===== src/rtl/sprite_layer_renderer_pkg.sv =====
// Shared types and constants for the sprite layer: scale encoding, animation
// FSM states and the fixed pixel-pipeline latency.
package sprite_pkg;

  typedef enum logic [1:0] {
    SCALE_1X = 2'd0,
    SCALE_2X = 2'd1,
    SCALE_4X = 2'd2
  } scale_e;

  typedef enum logic {
    PLAY = 1'b0,
    DONE = 1'b1
  } anim_state_e;

  localparam int SPRITE_PIPE_LAT = 3;

  // Codes 2 and 3 both select 4x.
  function automatic scale_e to_scale(input logic [1:0] code);
    case (code)
      2'd0:    return SCALE_1X;
      2'd1:    return SCALE_2X;
      default: return SCALE_4X;
    endcase
  endfunction

  function automatic logic [1:0] scale_shift(input scale_e s);
    case (s)
      SCALE_1X: return 2'd0;
      SCALE_2X: return 2'd1;
      default:  return 2'd2;
    endcase
  endfunction

endpackage


===== src/rtl/sprite_layer_renderer_anim_ctrl.sv =====
// Animation sequencer: divides frame_start pulses and steps the sprite frame,
// either looping or stopping on the last frame.
module sprite_anim_ctrl
  import sprite_pkg::*;
#(
  parameter int NUM_FRAMES = 4,
  parameter int FRAME_DIV  = 8
) (
  input  logic                          clk,
  input  logic                          rst,
  input  logic                          frame_start,
  input  logic                          anim_start,
  input  logic                          anim_en,
  input  logic                          anim_loop,
  output logic [$clog2(NUM_FRAMES)-1:0] frame_idx,
  output logic                          anim_done
);

  localparam int FW = $clog2(NUM_FRAMES);
  localparam int DW = (FRAME_DIV > 1) ? $clog2(FRAME_DIV) : 1;

  anim_state_e   state;
  logic [DW-1:0] div_cnt;

  always_ff @(posedge clk or posedge rst) begin
    if (rst) begin
      state     <= PLAY;
      div_cnt   <= '0;
      frame_idx <= '0;
      anim_done <= 1'b0;
    end else if (anim_start) begin
      // Restart takes priority over any step requested in the same cycle.
      state     <= PLAY;
      div_cnt   <= '0;
      frame_idx <= '0;
      anim_done <= 1'b0;
    end else begin
      case (state)
        PLAY: begin
          if (anim_en && frame_start) begin
            if (div_cnt == DW'(FRAME_DIV - 1)) begin
              div_cnt <= '0;
              if (frame_idx == FW'(NUM_FRAMES - 1)) begin
                if (anim_loop) begin
                  frame_idx <= '0;
                end else begin
                  state     <= DONE;
                  anim_done <= 1'b1;
                end
              end else begin
                frame_idx <= frame_idx + 1'b1;
              end
            end else begin
              div_cnt <= div_cnt + 1'b1;
            end
          end
        end
        DONE: ;
        default: state <= PLAY;
      endcase
    end
  end

endmodule


===== src/rtl/sprite_layer_renderer.sv =====
// Sprite layer: per-frame shadowed placement, scaled/mirrored hit test,
// ROM address generation and a 3-stage pipeline to the opaque pixel output.
module sprite_layer_renderer
  import sprite_pkg::*;
#(
  parameter int SPR_W      = 64,
  parameter int SPR_H      = 64,
  parameter int NUM_FRAMES = 4,
  parameter int IDX_W      = 4,
  parameter int TRANSP_IDX = 0,
  parameter int FRAME_DIV  = 8,
  parameter int ADDR_W     = $clog2(NUM_FRAMES * SPR_W * SPR_H)
) (
  input  logic                          vga_clk,
  input  logic                          reset,
  input  logic [9:0]                    DrawX,
  input  logic [9:0]                    DrawY,
  input  logic                          blank,
  input  logic                          frame_start,
  input  logic [9:0]                    pos_x,
  input  logic [9:0]                    pos_y,
  input  logic                          flip_x,
  input  logic [1:0]                    scale,
  input  logic                          anim_start,
  input  logic                          anim_en,
  input  logic                          anim_loop,
  output logic [ADDR_W-1:0]             rom_address,
  input  logic [IDX_W-1:0]              rom_q,
  output logic [IDX_W-1:0]              pix_idx,
  output logic                          pix_opaque,
  output logic [$clog2(NUM_FRAMES)-1:0] frame_idx,
  output logic                          anim_done
);

  localparam int UW = $clog2(SPR_W);
  localparam int VW = $clog2(SPR_H);

  logic [9:0] px_s, py_s;
  logic       flip_s;
  scale_e     scale_s;

  logic [1:0]    sh;
  logic [10:0]   dx, dy, dx_sh, dy_sh, span_x, span_y;
  logic          hit;
  logic [UW-1:0] u, u_m;
  logic [VW-1:0] v;
  logic          hit1, blank1, hit2, blank2;

  sprite_anim_ctrl #(
    .NUM_FRAMES(NUM_FRAMES),
    .FRAME_DIV (FRAME_DIV)
  ) u_anim (
    .clk        (vga_clk),
    .rst        (reset),
    .frame_start(frame_start),
    .anim_start (anim_start),
    .anim_en    (anim_en),
    .anim_loop  (anim_loop),
    .frame_idx  (frame_idx),
    .anim_done  (anim_done)
  );

  // Placement only changes during vertical blanking to avoid tearing.
  always_ff @(posedge vga_clk or posedge reset) begin
    if (reset) begin
      px_s    <= '0;
      py_s    <= '0;
      flip_s  <= 1'b0;
      scale_s <= SCALE_1X;
    end else if (frame_start) begin
      px_s    <= pos_x;
      py_s    <= pos_y;
      flip_s  <= flip_x;
      scale_s <= to_scale(scale);
    end
  end

  // 11-bit differences: bit 10 set means the pixel is left of / above the sprite.
  always_comb begin
    sh     = scale_shift(scale_s);
    dx     = {1'b0, DrawX} - {1'b0, px_s};
    dy     = {1'b0, DrawY} - {1'b0, py_s};
    span_x = 11'(SPR_W) << sh;
    span_y = 11'(SPR_H) << sh;
    hit    = !dx[10] && !dy[10] && (dx < span_x) && (dy < span_y);
    dx_sh  = dx >> sh;
    dy_sh  = dy >> sh;
    u      = dx_sh[UW-1:0];
    v      = dy_sh[VW-1:0];
    u_m    = flip_s ? (UW'(SPR_W - 1) - u) : u;
  end

  always_ff @(posedge vga_clk or posedge reset) begin
    if (reset) begin
      rom_address <= '0;
      hit1        <= 1'b0;
      blank1      <= 1'b0;
      hit2        <= 1'b0;
      blank2      <= 1'b0;
      pix_idx     <= '0;
      pix_opaque  <= 1'b0;
    end else begin
      rom_address <= hit ? ADDR_W'({frame_idx, v, u_m})
                         : ADDR_W'({frame_idx, {(UW + VW){1'b0}}});
      hit1        <= hit;
      blank1      <= blank;
      hit2        <= hit1;
      blank2      <= blank1;
      if (hit2 && blank2 && (rom_q != IDX_W'(TRANSP_IDX))) begin
        pix_idx    <= rom_q;
        pix_opaque <= 1'b1;
      end else begin
        pix_idx    <= '0;
        pix_opaque <= 1'b0;
      end
    end
  end

endmodule


===== config.mk =====
export PLATFORM = sky130hd
export DESIGN_NAME = sprite_layer_renderer
export DESIGN_NICKNAME = d
export VERILOG_FILES = /design/src/rtl/sprite_layer_renderer_pkg.sv /design/src/rtl/sprite_layer_renderer_anim_ctrl.sv /design/src/rtl/sprite_layer_renderer.sv
export SDC_FILE = /design/constraint.sdc
export NUM_CORES = 1
export LEC_CHECK = 0
export CAP_MARGIN = 15
export CORE_MARGIN = 1.5
export CORE_UTILIZATION = 32
export DETAILED_ROUTE_END_ITERATION = 10
export DONT_BUFFER_PORTS = 1
export GPL_TIMING_DRIVEN = 0
export HOLD_SLACK_MARGIN = 0.03
export PLACE_DENSITY_LB_ADDON = 0.25
export SLEW_MARGIN = 10
export SYNTH_ARGS = -nofsm -noshare
export SYNTH_HDL_FRONTEND = slang
export SYNTH_SLANG_ARGS = --single-unit

===== constraint.sdc =====
create_clock -name vga_clk -period 3.3 [get_ports vga_clk]
set_input_delay 0.66 -clock vga_clk [delete_from_list [all_inputs] [get_ports vga_clk]]
set_output_delay 0.66 -clock vga_clk [all_outputs]
set_load 0.1 [all_outputs]

* Yosys cells after proc, flatten, opt, wreduce, memory -nomap -nowiden
Index checks and enable logic that the tools add are counted. Widths: inputs -> output; s select.
Word-level totals: memories 0, output and inout port bits 22, bits in read-only memories 0, bits in writable memories 0, input port bits 54, bits in registers 53, bits in latches 0
Cells by class: div/mod/pow operators 0, muxes and demuxes 28, bitwise gates (word level) 0, reduce and logical (&&, ||, !) cells 17, $mul 0, shift operators 3, eq/ne operators 7, add/sub/neg operators 5, order comparisons 2
Operators by type and width (number):
- $lt 11x11->1 | 2
- $shr 11x2->6 | 2
- $sub 10x10->11 | 2
- $mux 1 | 13
- $mux 12 | 1
- $mux 2 | 6
- $mux 3 | 4
- $shl 7x2->11 const A | 1
- $pmux 2 s2 | 2
- $logic_and 1x1->1 | 6
- $mux 6 | 1
- $reduce_bool 2->1 | 3
- $sub 6x6->6 const A | 1
- $reduce_and 5->1 | 1
- $eq 2x1->1 const B | 2
- $logic_not 2->1 | 2
- $mux 4 | 1
- $ne 2x2->1 const B | 2
- $reduce_and 4->1 | 1
- $reduce_bool 4->1 | 1
- $add 3x1->3 const B | 1
- $eq 3x3->1 const B | 1
- $ne 3x3->1 const B | 1
- $add 2x1->2 const B | 1
- other kinds (3) | 4

* Longest topological paths before layout
depth after elaboration 7, depth in mapped cells 17, mapped depth without buffers 17

* Modules after synthesis
Synthesis repeated with hierarchy kept, for this count alone.
Second synthesis, totals: cell total of the unflattened synthesis 378, area total of the unflattened synthesis 3549.7 um2
By module, submodules not included:
- sprite_layer_renderer | seq. area each 1151.1 um2, area each 3159.3 um2, cells an instance 344, times used 1
- sprite_anim_ctrl | seq. area each 175.2 um2, area each 390.4 um2, cells an instance 34, times used 1

* Least setup slack after synthesis
OpenSTA, ideal clock, no wires.
path type input-to-reg, start point in DrawY[0], end point reg rom_address[11], stages 15, buffers on the path 0, data arrival time 3390 ps, data required time 3189 ps, setup time 111 ps, slack -202 ps, path through inv_1 > ha_1 > inv_1 > fa_1 > a211oi_1 > nor2_1 > o221ai_1 > o311a_1 > ha_1 > o21a_1 > o21ai_0 > nand2b_1 > a221oi_1 > nand3_2 > a2111oi_2
On the way: word-level cells in the longest chain between the ends 6, elaborated cells between the ends (all ways) 8
Ends and longest elaborated chain:
- from (decl) | line sprite_layer_renderer.sv:17 | input logic [9:0] DrawY,
- $sub 10x10->11 * | line sprite_layer_renderer.sv:82 | dy = {1'b0, DrawY} - {1'b0, py_s};
- parallel branches: the longest is 4 deep, another holds $lt 11x11->1
- $mux 12 * | line sprite_layer_renderer.sv:103 | rom_address <= hit ? ADDR_W'({frame_idx, v, u_m})
- to (signal assigned) | line sprite_layer_renderer.sv:103
- to (decl) | line sprite_layer_renderer.sv:27 | output logic [ADDR_W-1:0] rom_address,
Every way passes the cells marked *. A chain may end at the register's enable or synchronous reset.

* Worst setup path after layout
Same ends and word-level chain as after synthesis.

==> metrics.txt <==
outcome finished, final reports clean; grt ovf 0; Root Buffer clkbuf_8; GPL Wtd Cong 0.787; vias in the first global route 2,640; via count 2,623; fin area 0.00381 sq mm; Critical Path Max Stage Delay 0.36 ns; Initial Util 32.6%; clock sinks 53; Synth area leader dfrtp_1; Worst EP arrival 3.49 ns; xor/xnor cell area share of the yosys netlist 1.85%; final setup vio count 0; Final Max Tran Viols 0; crit path cell chain inv_1, ha_2, inv_2, fa_2, a211oi_2, nor2_2, o221ai_2, o311a_1, ha_1, o21a_1, o21ai_1, nand2b_1, a221oi_4, nand3_4, a2111oi_4; PortBufs 0; Reg clk slew, reported paths 0.11 ns; most frequent cells in the layout 53 x dfrtp_1, 33 x o21ai_0, 31 x nand2_1; Cells after Synth 363; Leak Pwr 1.73 nW; drt pass-1 iters 4; CP Buf/Inv Count 2; worst hold path type in2async; Post-Synth Adder-Cell Area 12.5%; Synth Warn # 0; hold_buf cts 0; share of layout cells above drive strength 1 14.2%; Internal 1.08 mW; actual slew at the worst max-slew pin 0.971 ns; final clock skew 0.0103 ns; drt via density 5.07; switching portion of total power 37.2%; CP max FO 5; Mapped Nets 449; drt initial violations 90; Layout area overhead 14.7%; first-pass GRT wire length 13.1 mm; Num CTS Buffers 5; H-tree depth 2; # DRC 0; placed cell area 0.00353 sq mm; leading cell type in the layout, fill and taps excluded dfrtp_1; main combinational cell family by area after synthesis compound AO/OA/AOI/OAI gates; Worst slew margin 35.3%; initial antenna violation count 0; fmax 305 MHz; NetSw 0.640 mW; RSZ-0062 raised after global routing true; Most used DFF post-synth dfrtp_1; multiplexer share of the synthesized area 2.18%; Total Routing Usage GR 15.0%; Startpoint Class primary input; compound-gate portion of the synthesized area 22.6%; row count 37; Synth Area in Simple Gates 15.4%; ANT nets after route 0; delay-heaviest family, CP compound AO/OA/AOI/OAI gates; post-synth top area share 39.9%; Seq/Total Area, Yosys 39.9%; DIE AREA 0.0110 sq mm; largest net degree at the start of global routing 28; io pins 76; total wire length 7.96 mm; VDD IR max 0.000163 V; PD cells 451 mW/mm^2; Final Cycle Share 99.2%; Final Hold Vio Count 0; Required @ worst endpoint 3.51 ns; die width 105 microns; Comb power frac 33.2%; Bufs on Longest Clock Path 2; clock latency on the worst-skew pair 0.32 ns; Netlist Area Pre-Place 0.00332 sq mm; Post-synth EDFFs 0; Synth area leaders dfrtp_1 40%, ha_1 11%, o21ai_0 5.1%; Flop pwr share 43.1%; CP Capture Type register; slowest CP cell fa_2; HPWL after DPL 5.98 mm; Mapped Avg Cell Area 9.15 sq um; asr flop ratio synth 100%; Crit Path Class in2reg; fin nets 466; flop and latch count out of synthesis 53; CTS tree done; Final min period 3.27 ns; antenna diode count 0; Netlist cell types 60; post-route setup TNS 0 ns; clock group share of total power 23.7%; WL per Instance 15.4 microns; core box area 0.0102 sq mm; max-cap violations 0; Die Span Y 105 microns
-- per-layer routing --
| layer | global-route usage [%] | routed length, microns | vias up |
|---|---|---|---|
| met1 | 17.9 | 3500 | 1234 |
| li1 | - | - | 1343 |
| met5 | 0 | 0 | - |
| met4 | 4.40 | 92 | 0 |
| met3 | 3.74 | 334 | 6 |
| met2 | 26.4 | 4030 | 40 |
-- power by group through the flow --
stage,registers [mW],clock network (mW),logic (mW)
final,0.741,0.408,0.571
after CTS,0.741,0.427,0.547
after floorplan,0.749,0,0.406
after global routing,0.745,0.449,0.645
after detailed placement,0.754,0,0.502
after global placement,0.753,0,0.491
-- repair_timing --
action,in CTS,in global routing
endpoints found under the setup margin,7,13
pin swaps,4,4
gates cloned,1,0
gates resized for setup,14,11
setup buffers,3,5
-- logic make-up (layout without fill, tap and decap cells) --
group / Yosys count / in the layout
AO/OA/AOI/OAI: 108 / 108
XOR/XNOR: 7 / 7
adder cells (fa/ha/maj): 32 / 32
buffers and inverters: 47 / 64
flip-flops: 53 / 53
multiplexers: 7 / 7
other: 1 / 1
AND/OR/NAND/NOR: 108 / 109
-- Yosys cell counts, types with 6 or more instances --
master    instances
o21ai_0          34
ha_1             30
nor2_1           30
a21oi_1          16
o21a_1            9
a21o_1            6
nand2_1          31
nand3_1           6
or3_1             6
nor3_1           11
inv_1            33
clkbuf_1          9
dfrtp_1          53
-- sequential cells by signal, indices dropped and copies added, names as in the netlist --
name and count:
pix_idx 4, flip_s 1, px_s 10, hit1 1, pix_opaque 1, rom_address 14, scale_s 2, u_anim.state 1
blank2 1, u_anim.anim_done 1, py_s 10, u_anim.frame_idx 2, hit2 1, blank1 1, u_anim.div_cnt 3
-- worst reg2reg max path: stages (launching register included) --
cell,delay [ns]
dfrtp_1,0.36
ha_2,0.19
inv_2,0.04
fa_2,0.36
a211oi_2,0.22
nor2_2,0.08
o221ai_2,0.19
o311a_1,0.28
ha_1,0.25
o21a_1,0.18
o21ai_1,0.12
nand2b_1,0.11
a221oi_4,0.29
nand3_4,0.19
a2111oi_4,0.28
-- worst paths after layout --
check	from	to	slack, ns	cells after the start
worst max register to register	py_s[0]$_DFFE_PP0P_	rom_address[11]$_DFF_PP0_	0.06	14
max in group asynchronous	reset	rom_address[6]$_DFF_PP0_	2.49	2
worst min register to register	blank1$_DFF_PP0_	blank2$_DFF_PP0_	0.36	0
worst min-delay path	reset	blank1$_DFF_PP0_	0.27	1
min in group vga_clk	blank	blank1$_DFF_PP0_	0.36	0
worst max-delay path	DrawY[0]	rom_address[11]$_DFF_PP0_	0.03	15
-- through the flow --
| stage | power [mW] | cells | utilization (%) | setup WS [ns] | hold slack (ns) |
|---|---|---|---|---|---|
| after global placement | 1.24 | 499 | 34.5 | -0.506 | 0.333 |
| after floorplan | 1.16 | 363 | - | -0.0230 | 0.331 |
| final | 1.72 | 517 | 37.4 | 0.0253 | 0.273 |
| after detailed placement | 1.26 | 500 | 34.7 | -0.515 | 0.339 |
| after CTS | 1.72 | 512 | 36.6 | -0.0150 | 0.290 |
| after global routing | 1.84 | 517 | 37.4 | -0.136 | 0.309 |
-- area by class of cell --
| cell class | instances | area, sq um |
|---|---|---|
| fillers | 1033 | 6370 |
| multi-input cells | 264 | 1950 |
| flip-flops and latches | 53 | 1330 |
| well taps | 136 | 170 |
| inverters | 34 | 130 |
| repair buffers | 9 | 87.6 |
| clock buffers | 5 | 68.8 |
| plain buffers | 13 | 51.3 |
| clock inverters | 3 | 28.8 |
Note: power is estimated with default switching activity, not from simulation.
